$ cat config.mk
export PLATFORM = sky130hd
export DESIGN_NAME = alu_issue_flat
export DESIGN_NICKNAME = d
export VERILOG_FILES = /design/src/rtl/alu_issue_if.sv /design/src/rtl/alu_issue.sv /design/src/flat_wrapper.sv
export SDC_FILE = /design/constraint.sdc
export NUM_CORES = 1
export LEC_CHECK = 0
export BUFFER_PORTS_ARGS = -buffer_cell sky130_fd_sc_hd__buf_2
export CAP_MARGIN = 20
export CORE_MARGIN = 4
export CORE_UTILIZATION = 40
export DETAILED_ROUTE_END_ITERATION = 10
export PLACE_DENSITY_LB_ADDON = 0.3
export SYNTH_ARGS = -nofsm -noshare
export SYNTH_HDL_FRONTEND = slang
export SYNTH_SLANG_ARGS = --single-unit
$ cat constraint.sdc
create_clock -name clk -period 4 [get_ports clk]
set_clock_uncertainty 0.1 [all_clocks]
set_input_delay 0.2 -clock clk [delete_from_list [all_inputs] [get_ports clk]]
set_output_delay 0.2 -clock clk [all_outputs]
set_load 0.03 [all_outputs]
$ cat src/rtl/alu_issue_if.sv
// alu_issue_if: valid/ready decode-in and ALU-out bundle for alu_issue.
interface alu_issue_if #(parameter int DATAWIDTH = 32, parameter int CNTWIDTH = 32);
   logic                 in_valid;
   logic                 in_ready;
   logic [31:0]          in_instr;
   logic [DATAWIDTH-1:0] in_pc;
   logic [DATAWIDTH-1:0] in_rs1_data;
   logic [DATAWIDTH-1:0] in_rs2_data;
   logic                 out_valid;
   logic                 out_ready;
   logic [3:0]           out_op;
   logic [DATAWIDTH-1:0] out_rs1;
   logic [DATAWIDTH-1:0] out_rs2;
   logic [4:0]           out_rd;
   logic                 out_illegal;
   logic [CNTWIDTH-1:0]  issue_count;
   modport master (output in_valid, in_instr, in_pc, in_rs1_data, in_rs2_data, out_ready,
                   input in_ready, out_valid, out_op, out_rs1, out_rs2, out_rd, out_illegal, issue_count);
   modport slave  (input in_valid, in_instr, in_pc, in_rs1_data, in_rs2_data, out_ready,
                   output in_ready, out_valid, out_op, out_rs1, out_rs2, out_rd, out_illegal, issue_count);
endinterface

$ cat src/rtl/alu_issue.sv
// alu_issue: RV32I/M ALU-class decoder feeding the ALU through a 2-entry skid buffer.
module alu_issue #(
   parameter int DATAWIDTH = 32,
   parameter int CNTWIDTH  = 32
) (
   input logic       clk,
   input logic       RSTn,
   alu_issue_if.slave bus
);
   typedef enum logic [1:0] {EMPTY, ONE, FULL} state_t;
   typedef struct packed {
      logic [3:0]           op;
      logic [DATAWIDTH-1:0] rs1;
      logic [DATAWIDTH-1:0] rs2;
      logic [4:0]           rd;
      logic                 ill;
   } ent_t;

   state_t              r_state, w_next;
   ent_t                w_dec, r_out, r_skid;
   logic [CNTWIDTH-1:0] r_cnt;
   logic [31:0]         w_i;
   logic [6:0]          w_f7;
   logic [2:0]          w_f3;
   logic [3:0]          w_f3op;
   logic                w_shift, w_acc, w_drn;

   assign w_i     = bus.in_instr;
   assign w_f7    = w_i[31:25];
   assign w_f3    = w_i[14:12];
   assign w_shift = (w_f3 == 3'b001) || (w_f3 == 3'b101);

   always_comb begin
      w_f3op = 4'd4;
      case (w_f3)
         3'b001:  w_f3op = 4'd1;
         3'b010:  w_f3op = 4'd7;
         3'b011:  w_f3op = 4'd8;
         3'b100:  w_f3op = 4'd9;
         3'b101:  w_f3op = 4'd2;
         3'b110:  w_f3op = 4'd10;
         3'b111:  w_f3op = 4'd11;
         default: w_f3op = 4'd4;
      endcase
   end

   // Illegal encodings still issue as ADD 0,0 so the pipeline sees every instruction
   always_comb begin
      w_dec     = '0;
      w_dec.op  = 4'd4;
      w_dec.rd  = w_i[11:7];
      case (w_i[6:0])
         7'b0110011:
            if (w_f7 == 7'b0000000 || (w_f7 == 7'b0100000 && (w_f3 == 3'b000 || w_f3 == 3'b101)) ||
                (w_f7 == 7'b0000001 && w_f3 == 3'b000)) begin
               w_dec.op  = (w_f7 == 7'b0000001) ? 4'd12 :
                           (w_f7 == 7'b0100000) ? ((w_f3 == 3'b000) ? 4'd5 : 4'd3) : w_f3op;
               w_dec.rs1 = bus.in_rs1_data;
               w_dec.rs2 = bus.in_rs2_data;
            end else
               w_dec.ill = 1'b1;
         7'b0010011:
            if (!w_shift || w_f7 == 7'b0000000 || (w_f7 == 7'b0100000 && w_f3 == 3'b101)) begin
               w_dec.op  = (w_f3 == 3'b101 && w_f7[5]) ? 4'd3 : w_f3op;
               w_dec.rs1 = bus.in_rs1_data;
               w_dec.rs2 = w_shift ? {27'd0, w_i[24:20]} : {{20{w_i[31]}}, w_i[31:20]};
            end else
               w_dec.ill = 1'b1;
         7'b0110111: begin
            w_dec.op  = 4'd6;
            w_dec.rs2 = {w_i[31:12], 12'h000};
         end
         7'b0010111: begin
            w_dec.rs1 = bus.in_pc;
            w_dec.rs2 = {w_i[31:12], 12'h000};
         end
         default: w_dec.ill = 1'b1;
      endcase
   end

   assign w_acc = bus.in_valid && (r_state != FULL);
   assign w_drn = (r_state != EMPTY) && bus.out_ready;

   always_comb begin
      w_next = r_state;
      case (r_state)
         EMPTY:   w_next = w_acc ? ONE : EMPTY;
         ONE:     w_next = (w_acc && !w_drn) ? FULL : (w_drn && !w_acc) ? EMPTY : ONE;
         FULL:    w_next = w_drn ? ONE : FULL;
         default: w_next = EMPTY;
      endcase
   end

   always_ff @(posedge clk or negedge RSTn) begin
      if (!RSTn) begin
         r_state <= EMPTY;
         r_out   <= '0;
         r_skid  <= '0;
         r_cnt   <= '0;
      end else begin
         r_state <= w_next;
         if (w_acc && (r_state == EMPTY || w_drn)) r_out <= w_dec;
         else if (r_state == FULL && w_drn) r_out <= r_skid;
         if (w_acc && r_state == ONE && !w_drn) r_skid <= w_dec;
         if (w_drn) r_cnt <= r_cnt + 1'b1;
      end
   end

   assign bus.in_ready    = (r_state != FULL);
   assign bus.out_valid   = (r_state != EMPTY);
   assign bus.out_op      = r_out.op;
   assign bus.out_rs1     = r_out.rs1;
   assign bus.out_rs2     = r_out.rs2;
   assign bus.out_rd      = r_out.rd;
   assign bus.out_illegal = r_out.ill;
   assign bus.issue_count = r_cnt;
endmodule

$ cat src/flat_wrapper.sv
// flat-port wrapper written by rule: the top's interface ports become plain ports
module alu_issue_flat 
#(
   parameter int DATAWIDTH = 32,
   parameter int CNTWIDTH  = 32
)
  (clk, RSTn, bus_in_valid, bus_in_instr, bus_in_pc, bus_in_rs1_data, bus_in_rs2_data, bus_out_ready, bus_in_ready, bus_out_valid, bus_out_op, bus_out_rs1, bus_out_rs2, bus_out_rd, bus_out_illegal, bus_issue_count);
  alu_issue_if #(.DATAWIDTH(DATAWIDTH), .CNTWIDTH(CNTWIDTH)) bus_i ();
  input logic clk;
  input logic RSTn;
  input wire logic [$bits(bus_i.in_valid)-1:0] bus_in_valid;
  input wire logic [$bits(bus_i.in_instr)-1:0] bus_in_instr;
  input wire logic [$bits(bus_i.in_pc)-1:0] bus_in_pc;
  input wire logic [$bits(bus_i.in_rs1_data)-1:0] bus_in_rs1_data;
  input wire logic [$bits(bus_i.in_rs2_data)-1:0] bus_in_rs2_data;
  input wire logic [$bits(bus_i.out_ready)-1:0] bus_out_ready;
  output wire logic [$bits(bus_i.in_ready)-1:0] bus_in_ready;
  output wire logic [$bits(bus_i.out_valid)-1:0] bus_out_valid;
  output wire logic [$bits(bus_i.out_op)-1:0] bus_out_op;
  output wire logic [$bits(bus_i.out_rs1)-1:0] bus_out_rs1;
  output wire logic [$bits(bus_i.out_rs2)-1:0] bus_out_rs2;
  output wire logic [$bits(bus_i.out_rd)-1:0] bus_out_rd;
  output wire logic [$bits(bus_i.out_illegal)-1:0] bus_out_illegal;
  output wire logic [$bits(bus_i.issue_count)-1:0] bus_issue_count;
  assign bus_i.in_valid = bus_in_valid;
  assign bus_i.in_instr = bus_in_instr;
  assign bus_i.in_pc = bus_in_pc;
  assign bus_i.in_rs1_data = bus_in_rs1_data;
  assign bus_i.in_rs2_data = bus_in_rs2_data;
  assign bus_i.out_ready = bus_out_ready;
  assign bus_in_ready = bus_i.in_ready;
  assign bus_out_valid = bus_i.out_valid;
  assign bus_out_op = bus_i.out_op;
  assign bus_out_rs1 = bus_i.out_rs1;
  assign bus_out_rs2 = bus_i.out_rs2;
  assign bus_out_rd = bus_i.out_rd;
  assign bus_out_illegal = bus_i.out_illegal;
  assign bus_issue_count = bus_i.issue_count;
  alu_issue #(.DATAWIDTH(DATAWIDTH), .CNTWIDTH(CNTWIDTH)) u_core (.clk(clk), .RSTn(RSTn), .bus(bus_i));
endmodule
==> results of run 1 <==
routing by layer:
layer / routed length [um] / up-vias / GRT usage, %
met2: 12700 / 309 / 34.2
met4: 494 / 0 / 6.65
li1: - / 3848 / -
met5: 0 / - / 0
met1: 11600 / 3903 / 29.7
met3: 1800 / 35 / 4.81
sequential cells by signal (all words and copies together), names as in the netlist:
register,count
u_core.r_skid,74
u_core.bus.issue_count,32
u_core.bus.out_rs1,32
u_core.bus.out_rs2,32
u_core.bus.out_rd,5
u_core.bus.out_op,4
u_core.r_state,2
u_core.bus.out_illegal,1
per-stage QoR:
stage / area (sq um) / hold slack (ns) / cells
floorplan: 8810 / -0.196 / 894
global placement: 10200 / 0.202 / 1363
detailed placement: 10200 / 0.191 / 1363
CTS: 11900 / 0.00320 / 1504
global route: 11900 / 0.0174 / 1504
finish: 11900 / 0.0288 / 1505
logic make-up after synthesis:
group / share of synthesized area (%)
buffers and inverters: 3.76
adder cells (fa/ha/maj): 0.284
XOR/XNOR: 3.18
flip-flops: 51.7
multiplexers: 5.40
AO/OA/AOI/OAI: 17.6
AND/OR/NAND/NOR: 18.1
placed cells by master, fill, tap and decap left out, types with 5 or more instances in the layout:
master and count:
sky130_fd_sc_hd__a31oi_1 25, sky130_fd_sc_hd__buf_4 14, sky130_fd_sc_hd__a21o_1 22, sky130_fd_sc_hd__a21oi_1 29
sky130_fd_sc_hd__a221o_1 29, sky130_fd_sc_hd__buf_2 238, sky130_fd_sc_hd__a211o_1 11, sky130_fd_sc_hd__nand3_1 31
sky130_fd_sc_hd__dfrtp_1 182, sky130_fd_sc_hd__a32oi_1 20, sky130_fd_sc_hd__nand2_1 165, sky130_fd_sc_hd__xnor2_1 21
sky130_fd_sc_hd__nor2_1 67, sky130_fd_sc_hd__mux2i_1 43, sky130_fd_sc_hd__and3_1 38, sky130_fd_sc_hd__xor2_1 11
sky130_fd_sc_hd__a22oi_1 17, sky130_fd_sc_hd__nor2b_1 5, sky130_fd_sc_hd__nand4_1 7, sky130_fd_sc_hd__o21ai_0 39
sky130_fd_sc_hd__clkbuf_16 17, sky130_fd_sc_hd__dlygate4sd3_1 111
cell type report:
| type | instances | area (sq um) | area share [%] |
|---|---|---|---|
| Antenna cell | 1 | 2.50 | 0.0210 |
| Multi-Input combinational cell | 643 | 3960 | 33.3 |
| Sequential cell | 182 | 4550 | 38.3 |
| Clock inverter | 12 | 146 | 1.23 |
| Clock buffer | 18 | 429 | 3.61 |
| Tap cell | 280 | 350 | 2.95 |
| Inverter | 4 | 15.0 | 0.126 |
| Timing Repair Buffer | 365 | 2440 | 20.5 |
worst max-delay path, cell delays in order (launching register included):
cell and delay [ns]:
sky130_fd_sc_hd__dfrtp_1 0.45, sky130_fd_sc_hd__nor2b_1 0.30, sky130_fd_sc_hd__nand3_2 0.46, sky130_fd_sc_hd__a21oi_1 0.66, sky130_fd_sc_hd__buf_4 0.34, sky130_fd_sc_hd__a31oi_1 0.11
sky130_fd_sc_hd__dlygate4sd3_1 0.57
power groups by stage:
stage | Clock, mW | Sequential [mW] | Combinational, mW
final | 1.68 | 2.53 | 2.24
after floorplan | 0 | 2.98 | 0.911
after global placement | 0 | 2.54 | 2.04
after CTS | 1.72 | 2.53 | 2.24
after global routing | 1.81 | 2.58 | 2.45
after detailed placement | 0 | 2.55 | 2.06
final timing paths:
kind	from	to	cells past startpoint
worst min register to register	u_core.bus.issue_count[31]	u_core.bus.issue_count[31]	1
min in group asynchronous	RSTn	u_core.bus.issue_count[19]	2
worst max register to register	u_core.r_state[0]	u_core.r_skid[27]	6
worst max-delay path	u_core.r_state[0]	u_core.r_skid[27]	6
max in group asynchronous	RSTn	u_core.bus.out_rd[3]	3
worst min-delay path	bus_in_pc[4]	u_core.r_skid[42]	3
==> flow_summary.ini, run 1 <==
[flow_run]
maxCapViolCount = 0

[die]
floorplan.core_area_sq_mm = 0.0218
die_y_um = 156
initial_utilization_pct = 40.5
core.rowCount = 54
die_width_um = 156
die_area_sq_mm = 0.0245
io_pins = 240

[synthesis]
asr_flop_ratio_synth_pct = 100
yosys_warnings = 0
syn_nets = 1028
synth_top_area_cell = sky130_fd_sc_hd__dfrtp_1
syn_inst = 894
ys_seq_area_share_pct = 51.7
netlist.area_leader.share_pct = 51.7
synthDistinctLibCells = 51
netlist_area_sq_mm = 0.00881
synth-seq-cells = 182
syn-mean-instance-area_sq_um = 9.86
synthMostInstantiatedCell = sky130_fd_sc_hd__dfrtp_1
synth_top_area_cells = sky130_fd_sc_hd__dfrtp_1, sky130_fd_sc_hd__nand2_1, sky130_fd_sc_hd__mux2i_1, sky130_fd_sc_hd__a221o_1, sky130_fd_sc_hd__nor2_1
synthFlopType = sky130_fd_sc_hd__dfrtp_1
post_synth_most_frequent_cells = sky130_fd_sc_hd__dfrtp_1, sky130_fd_sc_hd__nand2_1, sky130_fd_sc_hd__nor2_1
synth_enable_flop_cells = 0

[detailed_routing]
routed_wl_mm = 26.6
dr_total_vias = 8095
detail-route-antenna-nets = 0
route.detailed.vias_per_inst = 5.38
firstDrtPassIters = 5
drt_wl_cell_um = 17.7
route.detailed.drc = 0
drt-initial-drc-count = 500

[clock_network]
cts_hold_buf = 111
cts.reportedPaths.clkPinSlew_ns = 0.07
tritoncts = built
cts_htree_levels = 4
numCtsBuffers = 17
cts.root.buffer_cell = sky130_fd_sc_hd__clkbuf_16
cts-resized-gates = 0
clock_path_buffers = 2
numClockSinks = 182
source_to_sink_clock_delay_at_the_later_pin_of_the_worst_skew_pair_ns = 0.42
post-cts-setup-buffer-count = 0

[min_path]
hp-class = in2reg

[cells_and_area]
layout.nets = 1347
final_util_pct = 54.7
syn_to_final_growth_pct = 35.0
fillers = 1948
final_layout_size_suffix_gt1_share_pct = 24.7

[timing]
min_tclk_post_route_ns = 3.12
totalNegativeSetupSlack_ns = 0
grt_setup_unrepaired = false
max_freq_ghz = 0.321
final_hold_viol_count = 0
final_critical_path_setup_slack_ns = 0.880
slew-limit-headroom_pct = 32.8
setup_violations = 0
tightest_slew_ns = 0.999
final_max_slew_viol_count = 0
final.period_utilization_pct = 78.0

[setup_path]
crit_path_start_kind = flop
worst_ep_arrival_time_ns = 3.32
worstSetupPathType = reg2reg
worst_setup_slack_for_register_to_register_paths_ns = 0.88
worstPathRequired_ns = 4.20
crit_path_max_fanout = 22
endpoint_kind = flop

[grt]
grt_first_pass_wirelength_mm = 42.6
grt_usage_pct = 21.6
largest_net_degree_at_the_start_of_global_routing = 99
total_gr_overflow = 0
initial_antenna_violation_count = 0
vias_in_the_first_global_route = 8102

[run_status]
outcome = finished, final reports clean

[power]
p_total_mw = 6.44
cellInternalPower_mw = 4.01
clock_power_share_pct = 26.0
vdd_ir_drop_max_mv = 0.287
power.leakage_nw = 6.20
swShare_pct = 37.7
power.combinational.fraction_pct = 34.8
seq_power_share_pct = 39.2
cell_pwr_density_mw_per_mm2 = 542
switchingPower_mw = 2.43

[place]
dp_hpwl_mm = 17.1
globalplace.congestion = 0.815
place.port_buffers = 239
place_worst_setup_slack_ns = 1.38
No activity file was read; power rests on OpenSTA's default activity.
==> run 2: changes to the inputs <==
Clock period 4 ns to 3.1 ns, I/O delays scaled along.
==> flow_summary.ini, run 2 (same netlist as run 1, synthesis figures left out) <==
[setup_path]
max_stage_delay_ns = 0.70
worst_setup_slack_for_register_to_register_paths_ns = 0.36
worstSetupPathType = in2reg
worst_path_max_delay_cell = sky130_fd_sc_hd__or4b_2
worst_ep_arrival_time_ns = 3.21
crit_path_max_fanout = 32
crit_path_start_kind = primary input
endpoint_kind = flop
crit_top_cell = sky130_fd_sc_hd__dlygate4sd3_1
worstPathRequired_ns = 3.35
timing.critical_path.cells = dlygate4sd3_1, buf_2, or4b_2, nor2_1, and2_1, o21a_4, a21o_1, dlygate4sd3_1

[timing]
totalNegativeSetupSlack_ns = 0
max_freq_ghz = 0.339
setup_violations = 0
tightest_slew_ns = 0.674
min_tclk_post_route_ns = 2.95
final.period_utilization_pct = 95.2
grt_setup_unrepaired = false
final_hold_viol_count = 0
final_max_slew_viol_count = 0
slew-limit-headroom_pct = 55.0

[flow_run]
maxCapViolCount = 0

[clock_network]
numClockSinks = 182
numCtsBuffers = 17
cts.root.buffer_cell = sky130_fd_sc_hd__clkbuf_16
cts.reportedPaths.clkPinSlew_ns = 0.07
cts_htree_levels = 4
clock_path_buffers = 2
tritoncts = built
source_to_sink_clock_delay_at_the_later_pin_of_the_worst_skew_pair_ns = 0.43
post-cts-setup-buffer-count = 0

[die]
die_area_sq_mm = 0.0245
initial_utilization_pct = 40.5
floorplan.core_area_sq_mm = 0.0218
core.rowCount = 54
die_y_um = 156
io_pins = 240
die_width_um = 156

[detailed_routing]
drt-initial-drc-count = 601
route.detailed.vias_per_inst = 5.54
route.detailed.drc = 0
drt_wl_cell_um = 18.4
detail-route-antenna-nets = 0
firstDrtPassIters = 5
routed_wl_mm = 28.8
dr_total_vias = 8678

[cells_and_area]
final_layout_size_suffix_gt1_share_pct = 24.3
flip_flop_count_of_the_largest_register_all_copies_and_words_added = 74
mostFrequentLayoutCell = sky130_fd_sc_hd__buf_2
final_util_pct = 57.5
syn_to_final_growth_pct = 42.0
most_frequent_cells_in_the_layout = sky130_fd_sc_hd__buf_2, sky130_fd_sc_hd__dfrtp_1, sky130_fd_sc_hd__nand2_1, sky130_fd_sc_hd__dlygate4sd3_1, sky130_fd_sc_hd__nor2_1
layout.nets = 1406
top_register_by_number_of_flip_flops = u_core.r_skid

[power]
vdd_ir_drop_max_mv = 0.384
cell_pwr_density_mw_per_mm2 = 680
power.leakage_nw = 6.50

[grt]
largest_net_degree_at_the_start_of_global_routing = 65
vias_in_the_first_global_route = 8923
total_gr_overflow = 0
grt_first_pass_wirelength_mm = 46.0
initial_antenna_violation_count = 0
grt_usage_pct = 23.3

[place]
dp_hpwl_mm = 17.6
globalplace.congestion = 0.818
place.port_buffers = 239

[run_status]
outcome = finished, final reports clean

[min_path]
hp-class = in2reg
-- run 2: cell types whose count changed in the layout (fill, tap and decap cells not counted), sizes merged --
cell / before / now
dlygate4sd3: 111 / 163
buf: 253 / 260
inv: 9 / 13
clkinv: 3 / 1
clkinvlp: 2 / 4
bufinv: 2 / 1
clkbuf: 19 / 18
diode: 1 / 2
-- run 2: worst paths after layout --
check,start,end,depth (start not counted)
setup / recovery,bus_in_instr[5],u_core.bus.out_rs1[29],8
hold / removal,bus_in_pc[6],u_core.r_skid[44],4
setup reg to reg,u_core.r_state[1],u_core.r_skid[29],7
hold reg to reg,u_core.bus.issue_count[31],u_core.bus.issue_count[31],1
max in group asynchronous,RSTn,u_core.r_skid[71],3
min in group asynchronous,RSTn,u_core.bus.issue_count[17],2
-- run 2: cell type report --
| cell class | instances | area [sq um] |
|---|---|---|
| flip-flops and latches | 182 | 4550 |
| clock buffers | 17 | 425 |
| diodes | 2 | 5.00 |
| inverters | 4 | 15.0 |
| fillers | 1871 | 9240 |
| clock inverters | 15 | 155 |
| well taps | 280 | 350 |
| multi-input cells | 643 | 3960 |
| repair buffers | 424 | 3050 |
-- run 2: power breakdown --
part	internal (mW)	switching (mW)	leakage (nW)
Combinational	1.16	1.90	3.84
Clock	1.14	1.04	0.274
Sequential	2.92	0.352	2.39
Total	5.22	3.28	6.50
-- run 2: metrics by stage --
step | power (mW) | area, sq um | hold WS, ns | setup WS, ns | cells
final | 8.51 | 12500 | 0.0172 | 0.148 | 1567
after CTS | 8.49 | 12500 | 0.000461 | 0.211 | 1565
after detailed placement | 5.99 | 10300 | 0.0928 | 0.643 | 1370
after global placement | 5.95 | 10300 | 0.0871 | 0.700 | 1370
after floorplan | 5.02 | 8810 | -0.241 | 0.765 | 894
after global routing | 8.97 | 12500 | 0.0417 | 0.0312 | 1565
-- run 2: what timing repair did --
action                                 4_1_cts  5_1_grt
endpoints found under the hold margin      202        0
hold buffers                               163        0
gates resized for setup                      0        0
-- run 2: worst max-delay path: cells and delay by family --
kind | cells | cell delay, ns
buffers and inverters | 3 | 1.30
and+or+nand+nor | 3 | 1.10
AOI/OAI and AO/OA | 2 | 0.65
-- run 2: metal layers --
| metal | global-route usage [%] | share of wire (%) | up-vias |
|---|---|---|---|
| met5 | 0 | 0 | - |
| li1 | - | - | 3970 |
| met2 | 38.4 | 49 | 433 |
| met3 | 5.01 | 7.4 | 96 |
| met1 | 29.5 | 41 | 4179 |
| met4 | 10.4 | 3.3 | 0 |
==> run 3: changes to the inputs <==
Settings changed: GPL_TIMING_DRIVEN set to 0, TNS_END_PERCENT set to 20.
==> flow_summary.ini, run 3 (same netlist as run 1, synthesis figures left out) <==
[clock_network]
cts_htree_levels = 4
numClockSinks = 182
cts.reportedPaths.clkPinSlew_ns = 0.07
clock_path_buffers = 2
cts.root.buffer_cell = sky130_fd_sc_hd__clkbuf_16
tritoncts = built
source_to_sink_clock_delay_at_the_later_pin_of_the_worst_skew_pair_ns = 0.43
numCtsBuffers = 17
post-cts-setup-buffer-count = 0

[cells_and_area]
top_register_by_number_of_flip_flops = u_core.r_skid
final_cell_area_sq_mm = 0.0124
most_frequent_cells_in_the_layout = sky130_fd_sc_hd__buf_2, sky130_fd_sc_hd__dfrtp_1, sky130_fd_sc_hd__nand2_1, sky130_fd_sc_hd__dlygate4sd3_1, sky130_fd_sc_hd__nor2_1
final_util_pct = 57.0
syn_to_final_growth_pct = 40.8
final_layout_size_suffix_gt1_share_pct = 22.9
layout.nets = 1429
fillers = 1920
flip_flop_count_of_the_largest_register_all_copies_and_words_added = 74
mostFrequentLayoutCell = sky130_fd_sc_hd__buf_2
final_cells = 1589

[timing]
final.period_utilization_pct = 97.3
setup_violations = 0
final_max_slew_viol_count = 0
min_tclk_post_route_ns = 3.02
tightest_slew_ns = 0.837
grt_setup_unrepaired = false
final_hold_viol_count = 0
slew-limit-headroom_pct = 43.7
max_freq_ghz = 0.332
final_critical_path_setup_slack_ns = 0.0844

[grt]
vias_in_the_first_global_route = 8975
total_gr_overflow = 0
grt_first_pass_wirelength_mm = 47.2
initial_antenna_violation_count = 0
grt_usage_pct = 24.2
largest_net_degree_at_the_start_of_global_routing = 97

[die]
initial_utilization_pct = 40.5
core.rowCount = 54
floorplan.core_area_sq_mm = 0.0218
die_area_sq_mm = 0.0245
die_y_um = 156
io_pins = 240
die_width_um = 156

[place]
globalplace.congestion = 0.863
placed_cells_incl_taps = 1413
dp_hpwl_mm = 19.6
instance_area_after_placement_sq_mm = 0.0104
place_worst_setup_slack_ns = 0.252
place.port_buffers = 238

[detailed_routing]
route.detailed.vias_per_inst = 5.46
route.detailed.drc = 0
drt_wl_cell_um = 18.6
dr_total_vias = 8672
routed_wl_mm = 29.6
firstDrtPassIters = 7
detail-route-antenna-nets = 0
drt-initial-drc-count = 638

[setup_path]
worst_ep_arrival_time_ns = 3.28
r2r_start = u_core.r_state[0]
endpoint_kind = flop
reg2regPathDepth = 6
worst_setup_slack_for_register_to_register_paths_ns = 0.19
reg2reg_end = u_core.bus.out_rs1[3]
worstPathRequired_ns = 3.36
crit_path_max_fanout = 10
crit_path_start_kind = primary input
worstSetupPathType = in2reg

[flow_run]
maxCapViolCount = 0

[run_status]
outcome = finished, final reports clean

[power]
p_total_mw = 8.28
vdd_ir_drop_max_mv = 0.472
power.leakage_nw = 6.44
cell_pwr_density_mw_per_mm2 = 667

[min_path]
holdCritStartpoint = bus_in_pc[19]
worstHoldPathCells = 4
hp-class = in2reg
whs_endpoint = u_core.r_skid[57]
[run 3: changes by cell type in the layout (fill, tap and decap cells not counted), moves of 9 or more]
cell and change:
sky130_fd_sc_hd__buf_6 +9, sky130_fd_sc_hd__buf_4 -18, sky130_fd_sc_hd__dlygate4sd3_1 -21, sky130_fd_sc_hd__clkbuf_1 +49
[run 3: routing by layer]
metal	global-route usage, %	share of wire, %	vias up	wire length, um
met5	0	0	-	0
met4	9.26	3.4	0	993
met3	5.72	7.3	77	2140
met2	38.4	47	385	14000
met1	32.3	42	4179	12400
li1	-	-	4031	-
[run 3: critical path: stages]
cell and delay, ns:
sky130_fd_sc_hd__dlygate4sd3_1 0.55, sky130_fd_sc_hd__buf_2 0.19, sky130_fd_sc_hd__a2111oi_0 0.46, sky130_fd_sc_hd__a211oi_1 0.14, sky130_fd_sc_hd__nor4_4 0.64, sky130_fd_sc_hd__o21a_4 0.27, sky130_fd_sc_hd__buf_6 0.17, sky130_fd_sc_hd__a211o_1 0.14
sky130_fd_sc_hd__dlygate4sd3_1 0.56
[run 3: how the worst max path moves through the flow]
stage                           start  slack (ns)  depth (start not counted)                     end
floorplan           u_core.r_state[0]        0.76                          7  u_core.bus.out_rs2[12]
global placement                 RSTn       -1.29                          1  u_core.bus.out_rs2[16]
detailed placement  u_core.r_state[0]        0.25                          7  u_core.bus.out_rs2[12]
CTS                 u_core.r_state[0]        0.08                          8  u_core.bus.out_rs1[29]
global route        u_core.r_state[1]       0.003                          8  u_core.bus.out_rs1[24]
finish               bus_in_instr[30]        0.08                          9   u_core.bus.out_rs1[3]
[run 3: final cells by class]
| type | instances | area [sq um] | share of cell area, % |
|---|---|---|---|
| Antenna cell | 1 | 2.50 | 0.0202 |
| Buffer | 65 | 319 | 2.57 |
| Clock buffer | 19 | 443 | 3.57 |
| Clock inverter | 13 | 141 | 1.14 |
| Inverter | 4 | 15.0 | 0.121 |
| Multi-Input combinational cell | 643 | 3930 | 31.6 |
| Sequential cell | 182 | 4550 | 36.7 |
| Tap cell | 280 | 350 | 2.82 |
| Timing Repair Buffer | 382 | 2660 | 21.4 |
[run 3: where the power goes]
part	internal [mW]	switching [mW]
Sequential	2.92	0.337
Clock	1.16	1.00
Combinational	0.984	1.88
Total	5.06	3.22
[run 3: repair_timing]
item,in CTS,in global routing
resized for setup,0,3
hold buffers,142,0
endpoints found under the setup margin,0,8
endpoints found under the hold margin,214,0
[run 3: metrics by stage]
step	TNS (ns)	hold WS, ns
after floorplan	0	-0.241
after global placement	-231.54	0.275
final	0	0.0117
after CTS	0	0.000754
after detailed placement	0	0.101
after global routing	0	0.0205
